File: src/rtl/pe_row_feeder_if.sv
// Byte stream into pe_row_feeder: valid/ready handshake, transfer = in_valid_i & in_ready_o.
// The master modport is the producer side, the slave modport is the feeder side.
interface pe_row_feeder_if #(
    parameter int DATA_W = 8
) ();
    logic [DATA_W-1:0] in_data_i;
    logic              in_valid_i;
    logic              in_ready_o;

    modport master (output in_data_i, output in_valid_i, input in_ready_o);
    modport slave  (input in_data_i, input in_valid_i, output in_ready_o);
endinterface

File: src/rtl/pe_row_feeder.sv
// Sequencer feeding one 1-D convolution PE: loads a KERNEL-tap filter, then slides a window over one row.
// Optional zero padding (same-size output) is enabled by defining FEEDER_ZERO_PAD_EN.
module pe_row_feeder #(
    parameter int DATA_W  = 8,
    parameter int KERNEL  = 3,
    parameter int ROW_LEN = 8
) (
    input  logic                clk_i,
    input  logic                rstn_i,
    input  logic                cfg_load_i,
    input  logic                row_start_i,
    pe_row_feeder_if.slave      stream_if,
    output logic [DATA_W-1:0]   filter_o,
    output logic [DATA_W-1:0]   ifmap_o,
    output logic                read_new_filter_val_o,
    output logic                read_new_ifmap_val_o,
    output logic                start_conv_o,
    input  logic                psum_valid_i,
    output logic                busy_o,
    output logic                row_done_o
);

    localparam int TAP_W = $clog2(KERNEL + 1);
    localparam int WIN_W = $clog2(ROW_LEN + 1);
`ifdef FEEDER_ZERO_PAD_EN
    localparam bit PAD_EN = 1'b1;
    localparam int NWIN   = ROW_LEN;
`else
    localparam bit PAD_EN = 1'b0;
    localparam int NWIN   = ROW_LEN - KERNEL + 1;
`endif
    localparam logic [TAP_W-1:0] LAST_TAP = TAP_W'(KERNEL - 1);
    localparam logic [WIN_W-1:0] LAST_WIN = WIN_W'(NWIN - 1);
    localparam logic [TAP_W-1:0] TAP_ONE  = TAP_W'(1);
    localparam logic [WIN_W-1:0] WIN_ONE  = WIN_W'(1);

    typedef enum logic [2:0] {IDLE, LOAD_FILT, PRIME, START, WAIT, SHIFT} state_e;

    state_e             state_q;
    logic [TAP_W-1:0]   tapCnt_q;
    logic [WIN_W-1:0]   winCnt_q;
    logic               filtLoaded_q;
    logic [DATA_W-1:0]  filter_q;
    logic [DATA_W-1:0]  ifmap_q;
    logic               readFilt_q;
    logic               readIfmap_q;
    logic               startConv_q;
    logic               rowDone_q;

    logic               padSlot;
    logic               inReady;
    logic               xfer;
    logic               ifmapEmit;
    logic [DATA_W-1:0]  ifmap_d;

    // Pad slots inject a zero sample in place of a stream byte: first PRIME tap and last SHIFT.
    assign padSlot   = PAD_EN && (((state_q == PRIME) && (tapCnt_q == '0)) ||
                                  ((state_q == SHIFT) && (winCnt_q == LAST_WIN)));
    assign inReady   = (state_q == LOAD_FILT) ||
                       (((state_q == PRIME) || (state_q == SHIFT)) && !padSlot);
    assign xfer      = stream_if.in_valid_i && inReady;
    assign ifmapEmit = ((state_q == PRIME) || (state_q == SHIFT)) && (xfer || padSlot);
    assign ifmap_d   = padSlot ? '0 : stream_if.in_data_i;

    assign stream_if.in_ready_o  = inReady;
    assign busy_o                = (state_q != IDLE);
    assign filter_o              = filter_q;
    assign ifmap_o               = ifmap_q;
    assign read_new_filter_val_o = readFilt_q;
    assign read_new_ifmap_val_o  = readIfmap_q;
    assign start_conv_o          = startConv_q;
    assign row_done_o            = rowDone_q;

    // start_conv is raised the cycle after START so it never overlaps the last ifmap pulse.
    always_ff @(posedge clk_i or negedge rstn_i) begin
        if (!rstn_i) begin
            state_q      <= IDLE;
            tapCnt_q     <= '0;
            winCnt_q     <= '0;
            filtLoaded_q <= 1'b0;
            filter_q     <= '0;
            ifmap_q      <= '0;
            readFilt_q   <= 1'b0;
            readIfmap_q  <= 1'b0;
            startConv_q  <= 1'b0;
            rowDone_q    <= 1'b0;
        end else begin
            readFilt_q  <= 1'b0;
            readIfmap_q <= 1'b0;
            startConv_q <= 1'b0;
            rowDone_q   <= 1'b0;
            if (ifmapEmit) begin
                ifmap_q     <= ifmap_d;
                readIfmap_q <= 1'b1;
            end
            case (state_q)
                IDLE: begin
                    if (cfg_load_i) begin
                        state_q  <= LOAD_FILT;
                        tapCnt_q <= '0;
                    end else if (row_start_i && filtLoaded_q) begin
                        state_q  <= PRIME;
                        tapCnt_q <= '0;
                        winCnt_q <= '0;
                    end
                end
                LOAD_FILT: begin
                    if (xfer) begin
                        filter_q   <= stream_if.in_data_i;
                        readFilt_q <= 1'b1;
                        tapCnt_q   <= tapCnt_q + TAP_ONE;
                        if (tapCnt_q == LAST_TAP) begin
                            filtLoaded_q <= 1'b1;
                            state_q      <= IDLE;
                        end
                    end
                end
                PRIME: begin
                    if (ifmapEmit) begin
                        tapCnt_q <= tapCnt_q + TAP_ONE;
                        if (tapCnt_q == LAST_TAP) begin
                            state_q <= START;
                        end
                    end
                end
                START: begin
                    startConv_q <= 1'b1;
                    state_q     <= WAIT;
                end
                WAIT: begin
                    if (psum_valid_i) begin
                        winCnt_q <= winCnt_q + WIN_ONE;
                        if (winCnt_q == LAST_WIN) begin
                            rowDone_q <= 1'b1;
                            state_q   <= IDLE;
                        end else begin
                            state_q <= SHIFT;
                        end
                    end
                end
                SHIFT: begin
                    if (ifmapEmit) begin
                        state_q <= START;
                    end
                end
                default: state_q <= IDLE;
            endcase
        end
    end

endmodule
File: src/flat_wrapper.sv
// flat-port wrapper written by rule: the top's interface ports become plain ports
module pe_row_feeder_flat 
#(
    parameter int DATA_W  = 8,
    parameter int KERNEL  = 3,
    parameter int ROW_LEN = 8
)
  (clk_i, rstn_i, cfg_load_i, row_start_i, filter_o, ifmap_o, read_new_filter_val_o, read_new_ifmap_val_o, start_conv_o, psum_valid_i, busy_o, row_done_o, stream_if_in_data_i, stream_if_in_valid_i, stream_if_in_ready_o);
  pe_row_feeder_if #(.DATA_W(DATA_W)) stream_if_i ();
  input  logic clk_i;
  input  logic rstn_i;
  input  logic cfg_load_i;
  input  logic row_start_i;
  output logic [DATA_W-1:0] filter_o;
  output logic [DATA_W-1:0] ifmap_o;
  output logic read_new_filter_val_o;
  output logic read_new_ifmap_val_o;
  output logic start_conv_o;
  input  logic psum_valid_i;
  output logic busy_o;
  output logic row_done_o;
  input wire logic [$bits(stream_if_i.in_data_i)-1:0] stream_if_in_data_i;
  input wire logic [$bits(stream_if_i.in_valid_i)-1:0] stream_if_in_valid_i;
  output wire logic [$bits(stream_if_i.in_ready_o)-1:0] stream_if_in_ready_o;
  assign stream_if_i.in_data_i = stream_if_in_data_i;
  assign stream_if_i.in_valid_i = stream_if_in_valid_i;
  assign stream_if_in_ready_o = stream_if_i.in_ready_o;
  pe_row_feeder #(.DATA_W(DATA_W), .KERNEL(KERNEL), .ROW_LEN(ROW_LEN)) u_core (.clk_i(clk_i), .rstn_i(rstn_i), .cfg_load_i(cfg_load_i), .row_start_i(row_start_i), .stream_if(stream_if_i), .filter_o(filter_o), .ifmap_o(ifmap_o), .read_new_filter_val_o(read_new_filter_val_o), .read_new_ifmap_val_o(read_new_ifmap_val_o), .start_conv_o(start_conv_o), .psum_valid_i(psum_valid_i), .busy_o(busy_o), .row_done_o(row_done_o));
endmodule
File: config.mk
export PLATFORM = sky130hd
export DESIGN_NAME = pe_row_feeder_flat
export DESIGN_NICKNAME = d
export VERILOG_FILES = /design/src/rtl/pe_row_feeder_if.sv /design/src/rtl/pe_row_feeder.sv /design/src/flat_wrapper.sv
export SDC_FILE = /design/constraint.sdc
export NUM_CORES = 1
export LEC_CHECK = 0
export CORE_MARGIN = 3
export CORE_UTILIZATION = 48
export DETAILED_ROUTE_END_ITERATION = 12
export MAX_ROUTING_LAYER = met4
export PLACE_DENSITY_LB_ADDON = 0.2
export SYNTH_ARGS = -nofsm -noshare
export SYNTH_HDL_FRONTEND = slang
export SYNTH_SLANG_ARGS = --single-unit
File: constraint.sdc
create_clock -name clk_i -period 1.95 [get_ports clk_i]
set_input_delay 0.195 -clock clk_i [delete_from_list [all_inputs] [get_ports clk_i]]
set_output_delay 0.195 -clock clk_i [all_outputs]
set_load 0.1 [all_outputs]
After elaboration in Yosys (flattened, before gate mapping)
Index checks and enable logic that the tools add are counted.
Widths: inputs -> output; s select.
Operators by class
  add/sub/neg operators: 2
  eq/ne operators: 16
  reductions and logical operators: 14
  muxes and demuxes: 26
Operator list (count)
  $mux 3: 9
  $pmux 3 s6: 1
  $mux 4: 3
  $mux 2: 4
  $ne 2x1->1 const B: 4
  $ne 2x2->1 const B: 4
  $pmux 4 s2: 1
  $reduce_and 4->1: 2
  $mux 1: 7
  $reduce_and 7->1: 1
  $eq 3x2->1 const B: 2
  $eq 3x3->1 const B: 2
  $pmux 2 s3: 1
  $reduce_bool 3->1: 2
  $add 4x1->4 const B: 1
  $eq 4x3->1 const B: 1
  $eq 3x1->1 const B: 1
  $logic_and 1x1->1: 3
  $logic_not 3->1: 1
  $ne 3x2->1 const B: 1
  $reduce_and 3->1: 1
  $add 2x1->2 const B: 1
  $eq 2x2->1 const B: 1
  $logic_or 1x1->1: 2
  other kinds (2): 2
Storage, ports and cells
  word-level logic and storage cells: 68
  input port bits: 14
  register bits after elaboration: 30
  output and inout bits: 22

Depth between registers and ports, before layout
Gate-level depths: netlist of run 1.
  word-level depth: 7
  mapped depth: 6
  gate-level depth less buffers: 6

Worst setup path after synthesis of run 1
Ideal clock, no wire load.
  path type: register to output
  start point: reg u_core.state_q[0]
  end point: out stream_if_in_ready_o
  stages on the path, launching flop included: 4
  setup slack: 0.366 ns
  path buffers: 1
  arrival: 1.389 ns
  data required time: 1.755 ns
  cell sequence: dfrtp_1 buf_6 nor2_1 a21o_1
Between the ends
  word-level cells in the longest chain between the ends: 3
  elaborated cells on any way between the ends: 5
  classes of those cells: eq/ne (3); reduce/logical (2)
Ends and longest elaborated chain
  from (decl): line pe_row_feeder.sv:39  | state_e state_q;
  from (signal assigned): line pe_row_feeder.sv:77  | state_q <= IDLE;
  from (signal assigned): line pe_row_feeder.sv:99  | state_q <= LOAD_FILT;
  from (signal assigned): line pe_row_feeder.sv:102  | state_q <= PRIME;
  $eq 3x2->1 or $eq 3x3->1 (tied branches): line pe_row_feeder.sv:60  | (((state_q == PRIME) || (state_q == SHIFT)) && !padSlot);
  $logic_or 1x1->1: line pe_row_feeder.sv:60
  $logic_or 1x1->1 *: line pe_row_feeder.sv:59  | assign inReady = (state_q == LOAD_FILT) ||
  to (decl): line flat_wrapper.sv:24  | output wire logic [$bits(stream_if_i.in_ready_o)-1:0] stream_if_in_ready_o;
Every way passes the cells marked *; elsewhere a longest branch is shown, timed or not.

Final worst setup path of run 1
  start point: reg u_core.state_q[0]
  end point: reg u_core.filter_q[7] (netlist: u_core.filter_o[7])
Between the ends
  word-level cells in the longest chain between the ends: 5
  elaborated cells on any way between the ends: 7
  classes of those cells: eq/ne (3); reduce/logical (4)
Ends and longest elaborated chain
  $eq 3x2->1 or $eq 3x3->1 (tied branches): line pe_row_feeder.sv:60
  $logic_or 1x1->1: line pe_row_feeder.sv:60
  $logic_or 1x1->1: line pe_row_feeder.sv:59
  $logic_and 1x1->1: line pe_row_feeder.sv:61  | assign xfer = stream_if.in_valid_i && inReady;
  $reduce_and 2->1 (no line) *
  to (signal assigned): line pe_row_feeder.sv:109  | filter_q <= stream_if.in_data_i;
  to (decl): line pe_row_feeder.sv:43  | logic [DATA_W-1:0] filter_q;
Marks and branches as above.
A chain may end at the register's enable or synchronous reset.

==> metrics, run 1 <==
crit-path max FO=10; Core Util, Final=68.6%; ys async rst share=100%; Final nets=172; ys flop type=dfrtp_1; worst path arrival time=1960 ps; Clock Path Buffers=2; layout cells sized above 1=36.5%; Fin. Hold Viols=0; reg2reg setup slack=190 ps; worst skew pair latency=320 ps; Detail Placement HPWL=2.03 mm; Clock Skews=11.9 ps; final WL=2.65 mm; Mapped Cells=113; Placer Congestion=0.900; Achievable Freq=567 MHz; vias per cell=5.32; TritonCTS clock tree=yes; num rows=18; Data required, critical path=2150 ps; Initial DRC Count=46; global-route wire length before repair=4.37 mm; Area Overhead vs Synth=29.0%; Seq/Total Area, Yosys=54.0%; syn avg cell area=12.3 µm²; Pre-Repair DR Iteration Count=4; Post-synth EDFFs=0; via count=989; Die Height=59.8 µm; DIE WIDTH=59.8 µm; Slew headroom=71.4%; Max-Cap Viols=0; Setup TNS Final=0 ps; ant diodes=0; unique cell type count in the Yosys netlist=35; critical path type=flop to flop; Num CTS Buffers=5; pin slew with the least headroom to its limit=429 ps; IO Count=36; number of post-CTS setup repair buffers=0; CP Capture Type=flop; Avg WL per Cell=14.2 µm; Synthesized Nets=130; Root Driver=clkbuf_4; synthesized area=0.00139 mm²; Starting Density=53.2%; clock transition at the registers of the reported paths=100 ps; type of the worst min-delay path=primary input to async pin; reg-to-reg startpoint=u_core.state_q[0]; Max Slew Vio Count=0; input/output buffers=35; min Tclk post-route=1760 ps; all-layer global routing usage=17.0%; hold-fix buffers at CTS=0; initial antenna violation count=0; Post-Layout Cell Count=186; number of synthesized register bits=30; Worst setup SP type=flop; die area=0.00358 mm²; cells on worst reg2reg path=3; reg2reg end=u_core.filter_o[7]; synthesis warning total=0; Clock Sink Count=30; total grt overflow=0; fillers=203; post-CTS resize count=0; final period utilization=90.5%; Final setup viols=0; antenna-violating nets left=0; Inst Count DP=178; run status=finished clean; largest net degree at the start of global routing=31; vias in the first global route=993; RSZ-0062 raised after global routing=false; H-tree Lvls=2; # DRC=0; CORE AREA=0.00261 mm²
## per-stage QoR
stage               hold WS (ps)  instance area (µm²)  setup slack (ps)
CTS                          254                 1790               184
finish                       251                 1790               185
global route                 267                 1790              89.0
floorplan                   -101                 1390               366
global placement             489                 1730               221
detailed placement           486                 1730               184
## layout by cell type, fill, tap and decap left out
master	n
dfrtp_1	30
buf_4	25
mux2_2	16
clkdlybuf4s50_1	13
nand2_1	9
inv_1	5
nor2_1	5
o21ai_0	5
clkbuf_4	5
a21oi_1	4
nor2b_1	3
nand3_1	3
ha_1	3
a21o_1	2
xor2_1	2
a2111oi_0	2
buf_12	2
a22o_2	1
nand2_4	1
and2b_2	1
and2_1	1
nor2_4	1
and3b_1	1
or3_1	1
or4_4	1
nand2b_4	1
maj3_1	1
nor3b_1	1
a21oi_2	1
a32o_1	1
nand4b_1	1
a211oi_1	1
o2111ai_1	1
nand4_1	1
o22ai_1	1
o211ai_1	1
clkinv_2	1
clkbuf_1	1
clkbuf_8	1
## critical path: stages (launching register included)
cell	delay, ps
dfrtp_1	510
nor2b_1	300
and2_1	440
mux2_2	390
## worst max-delay path by stage
stage                         startpoint                   end  slack, ps  cells after the start
floorplan              u_core.state_q[0]  stream_if_in_ready_o        370                      3
global placement    stream_if_in_valid_i    u_core.filter_o[1]        220                      4
detailed placement  stream_if_in_valid_i    u_core.filter_o[7]        180                      4
CTS                    u_core.state_q[0]    u_core.filter_o[7]        180                      3
global route           u_core.state_q[0]    u_core.filter_o[7]         90                      3
finish                 u_core.state_q[0]    u_core.filter_o[7]        190                      3
## per-layer routing
metal  share of wire (%)  wire length, µm  vias to the layer above  global-route usage [%]
li1                    -                -                      481                       -
met1                  42             1130                      466                    20.4
met2                  50             1310                       36                    26.7
met3                 6.9              184                        6                    4.97
met4                0.94               25                        0                    6.96
met5                   0                0                        -                       -
## synth_stat cells (2+ instances only)
library cell / n / area share, %
mux2_2: 16 / 13
a2111oi_0: 2 / 1.3
a21oi_1: 4 / 1.4
ha_1: 3 / 2.7
a21o_1: 2 / 1.1
nand3_1: 3 / 1.1
nor2b_1: 3 / 1.4
nor2_1: 5 / 1.4
inv_1: 5 / 1.4
nand2_1: 9 / 2.4
dfrtp_1: 30 / 54
o21ai_0: 5 / 1.8
xor2_1: 2 / 1.3
buf_6: 3 / 2.4
## layout make-up
class	instances	area (µm²)	share of cell area, %
sequential	30	751	41.9
multi-input combinational	73	568	31.7
timing repair buffer	40	358	20.0
clock buffer	7	55.1	3.07
tap	30	37.5	2.09
inverter	5	18.8	1.05
clock inverter	1	5.00	0.279
## sequential cells by signal (all words and copies together), names as in the netlist
signal / count
u_core.filter_o: 8
u_core.filtLoaded_q: 1
u_core.read_new_ifmap_val_o: 1
u_core.state_q: 3
u_core.row_done_o: 1
u_core.tapCnt_q: 2
u_core.start_conv_o: 1
u_core.read_new_filter_val_o: 1
u_core.ifmap_o: 8
u_core.winCnt_q: 4
## cell families (layout without fill, tap and decap cells)
logic type                 Yosys count  after routing  share of synthesized area, %
adders and majority gates            4              4                          3.42
xor gates and xnor gates             2              2                          1.26
DFF                                 30             30                          54.0
muxes                               16             16                          13.0
buffers and inverters               10             53                          5.13
AOI/OAI and AO/OA                   20             20                          9.81
and+or+nand+nor                     31             31                          13.4
Power of run 1 is not shown: default switching activity piles up to over one toggle a cycle in this logic, so the estimate is an artifact.
==> run 2: changes to the inputs <==
--- a/config.mk
+++ b/config.mk
@@ -6,10 +6,11 @@
 export NUM_CORES = 1
 export LEC_CHECK = 0
 export CORE_MARGIN = 3
-export CORE_UTILIZATION = 48
+export CORE_UTILIZATION = 61
 export DETAILED_ROUTE_END_ITERATION = 12
+export DONT_BUFFER_PORTS = 1
 export MAX_ROUTING_LAYER = met4
-export PLACE_DENSITY_LB_ADDON = 0.2
+export PLACE_DENSITY = 0.75
 export SYNTH_ARGS = -nofsm -noshare
 export SYNTH_HDL_FRONTEND = slang
 export SYNTH_SLANG_ARGS = --single-unit
==> run 2 against run 1 <==
  * Clock skew shrank 1.3 ps
  * Wire length grew 11%
  * Sequential share of layout area grew 0.51 points
  * First-iteration DRC count shrank 39%
  * Critical endpoint is now stream_if_in_ready_o
  * Register-to-register slack gained 90 ps
  * Global-route usage grew 7.9 points
  * Maximum frequency shrank 2.0%
  * Largest cell class unchanged
==> metrics, run 2 (synthesis gave the netlist of run 1 again) <==
ant diodes=0 (unchanged); slowest CP cell=dfrtp_1 (unchanged); total grt overflow=0 (unchanged); Clock Skews=10.7 ps (was 11.9 ps); DIE WIDTH=53.7 µm (was 59.8 µm); Inst Count DP=158 (was 178); fillers=98 (was 203); die area=0.00289 mm² (was 0.00358 mm²); all-layer global routing usage=24.9% (was 17.0%); vias in the first global route=967 (was 993); Initial DRC Count=28 (was 46); Slew headroom=73.5% (was 71.4%); min Tclk post-route=1800 ps (was 1760 ps); Pre-Repair DR Iteration Count=4 (unchanged); # DRC=0 (unchanged); final period utilization=92.4% (was 90.5%); Num CTS Buffers=5 (unchanged); Clock Sink Count=30 (unchanged); Area Overhead vs Synth=27.6% (was 29.0%); Max-Cap Viols=0 (unchanged); num rows=16 (was 18); initial antenna violation count=0 (unchanged); worst path arrival time=1610 ps (was 1960 ps); Max Slew Vio Count=0 (unchanged); global-route wire length before repair=4.65 mm (was 4.37 mm); Final nets=169 (was 172); largest net degree at the start of global routing=31 (unchanged); Setup TNS Final=0 ps (unchanged); DP Area=0.00154 mm² (was 0.00173 mm²); Final setup viols=0 (unchanged); type of the worst min-delay path=primary input to flop (was primary input to async pin); CP Capture Type=output port (was flop); Seq. cell area=752 µm² (was 751 µm²); Top delay family on crit path=flip-flops (was simple AND/OR/NAND/NOR gates); worst-path cell chain=nor2b_1 > a21o_1 > buf_4 (was nor2b_1 > and2_1 > mux2_2); Clock Path Buffers=2 (unchanged); final WL=2.94 mm (was 2.65 mm); CP peak stage delay=530 ps (was 510 ps); Die Height=53.7 µm (was 59.8 µm); pin slew with the least headroom to its limit=387 ps (was 429 ps); antenna-violating nets left=0 (unchanged); CORE AREA=0.00206 mm² (was 0.00261 mm²); critical path type=flop to output port (was flop to flop); crit-path max FO=11 (was 10); reg2reg setup slack=280 ps (was 190 ps); vias per cell=5.62 (was 5.32); design area=0.00177 mm² (was 0.00179 mm²); Post-Layout Cell Count=180 (was 186); IO Count=36 (unchanged); Placer Congestion=0.838 (was 0.900); TritonCTS clock tree=yes (unchanged); most frequent cells in the layout=dfrtp_1, buf_4, mux2_2, dlygate4sd3_1, nand2_1 (was dfrtp_1, buf_4, mux2_2, clkdlybuf4s50_1, nand2_1); Achievable Freq=555 MHz (was 567 MHz); Fin. Hold Viols=0 (unchanged); layout cells sized above 1=37.3% (was 36.5%); Avg WL per Cell=16.3 µm (was 14.2 µm); H-tree Lvls=2 (unchanged); RSZ-0062 raised after global routing=false (unchanged); worst skew pair latency=340 ps (was 320 ps); Root Driver=clkbuf_4 (unchanged); run status=finished clean (unchanged); crit path buf inv count=1 (was 0); commonest non-fill, non-tap cell in the layout=dfrtp_1 (unchanged); area of the multi-input gates=569 µm² (was 568 µm²); clock transition at the registers of the reported paths=100 ps (about the same); Detail Placement HPWL=1.94 mm (was 2.03 mm); input/output buffers=0 (was 35); worst hold slack=34.5 ps (was 251 ps); Data required, critical path=1750 ps (was 2150 ps); Starting Density=67.4% (was 53.2%); via count=1,012 (was 989); Worst setup SP type=flop (unchanged)
-- run 2: path summary, 6_finish.rpt --
check / startpoint / depth (start not counted) / to
setup / recovery: u_core.state_q[1] / 3 / stream_if_in_ready_o
hold / removal: stream_if_in_valid_i / 2 / u_core.read_new_ifmap_val_o
setup reg to reg: u_core.state_q[1] / 3 / u_core.filter_o[0]
hold reg to reg: u_core.filtLoaded_q / 1 / u_core.filtLoaded_q
max in group asynchronous: rstn_i / 2 / u_core.state_q[0]
min in group asynchronous: rstn_i / 2 / u_core.read_new_ifmap_val_o
-- run 2: repair_timing --
item                                    4_1_cts  5_1_grt
endpoints found under the hold margin        42        4
gates resized for setup                       0        2
buffers inserted                              0        0
hold buffers                                 10        4
endpoints found under the setup margin        0        9
-- run 2: stage by stage --
step / util [%] / setup WS, ps
floorplan: - / 366
global placement: 74.9 / 216
detailed placement: 74.9 / 121
CTS: 84.0 / 23.4
global route: 86.0 / 32.2
finish: 86.0 / 148
-- run 2: worst reg2reg max path: stages, from the launching register on --
cell,delay (ps)
dfrtp_1,530
nor2b_1,320
and2_2,350
mux2_2,380
-- run 2: cell type report --
| type | instances | share of cell area (%) |
|---|---|---|
| clock buffers | 5 | 2.12 |
| clock inverters | 3 | 2.26 |
| inverters | 5 | 1.06 |
| multi-input cells | 73 | 32.1 |
| flip-flops and latches | 30 | 42.4 |
| well taps | 27 | 1.90 |
| repair buffers | 37 | 18.2 |
-- run 2: layer usage --
metal	wire [µm]	up-vias	track usage (%)	share of wire (%)
met5	0	-	-	0
met4	78	0	13.2	2.7
met3	211	11	10.2	7.2
met2	1420	36	36.9	48
met1	1230	490	28.6	42
li1	-	475	-	-
Power of run 2 is left out for the same reason.
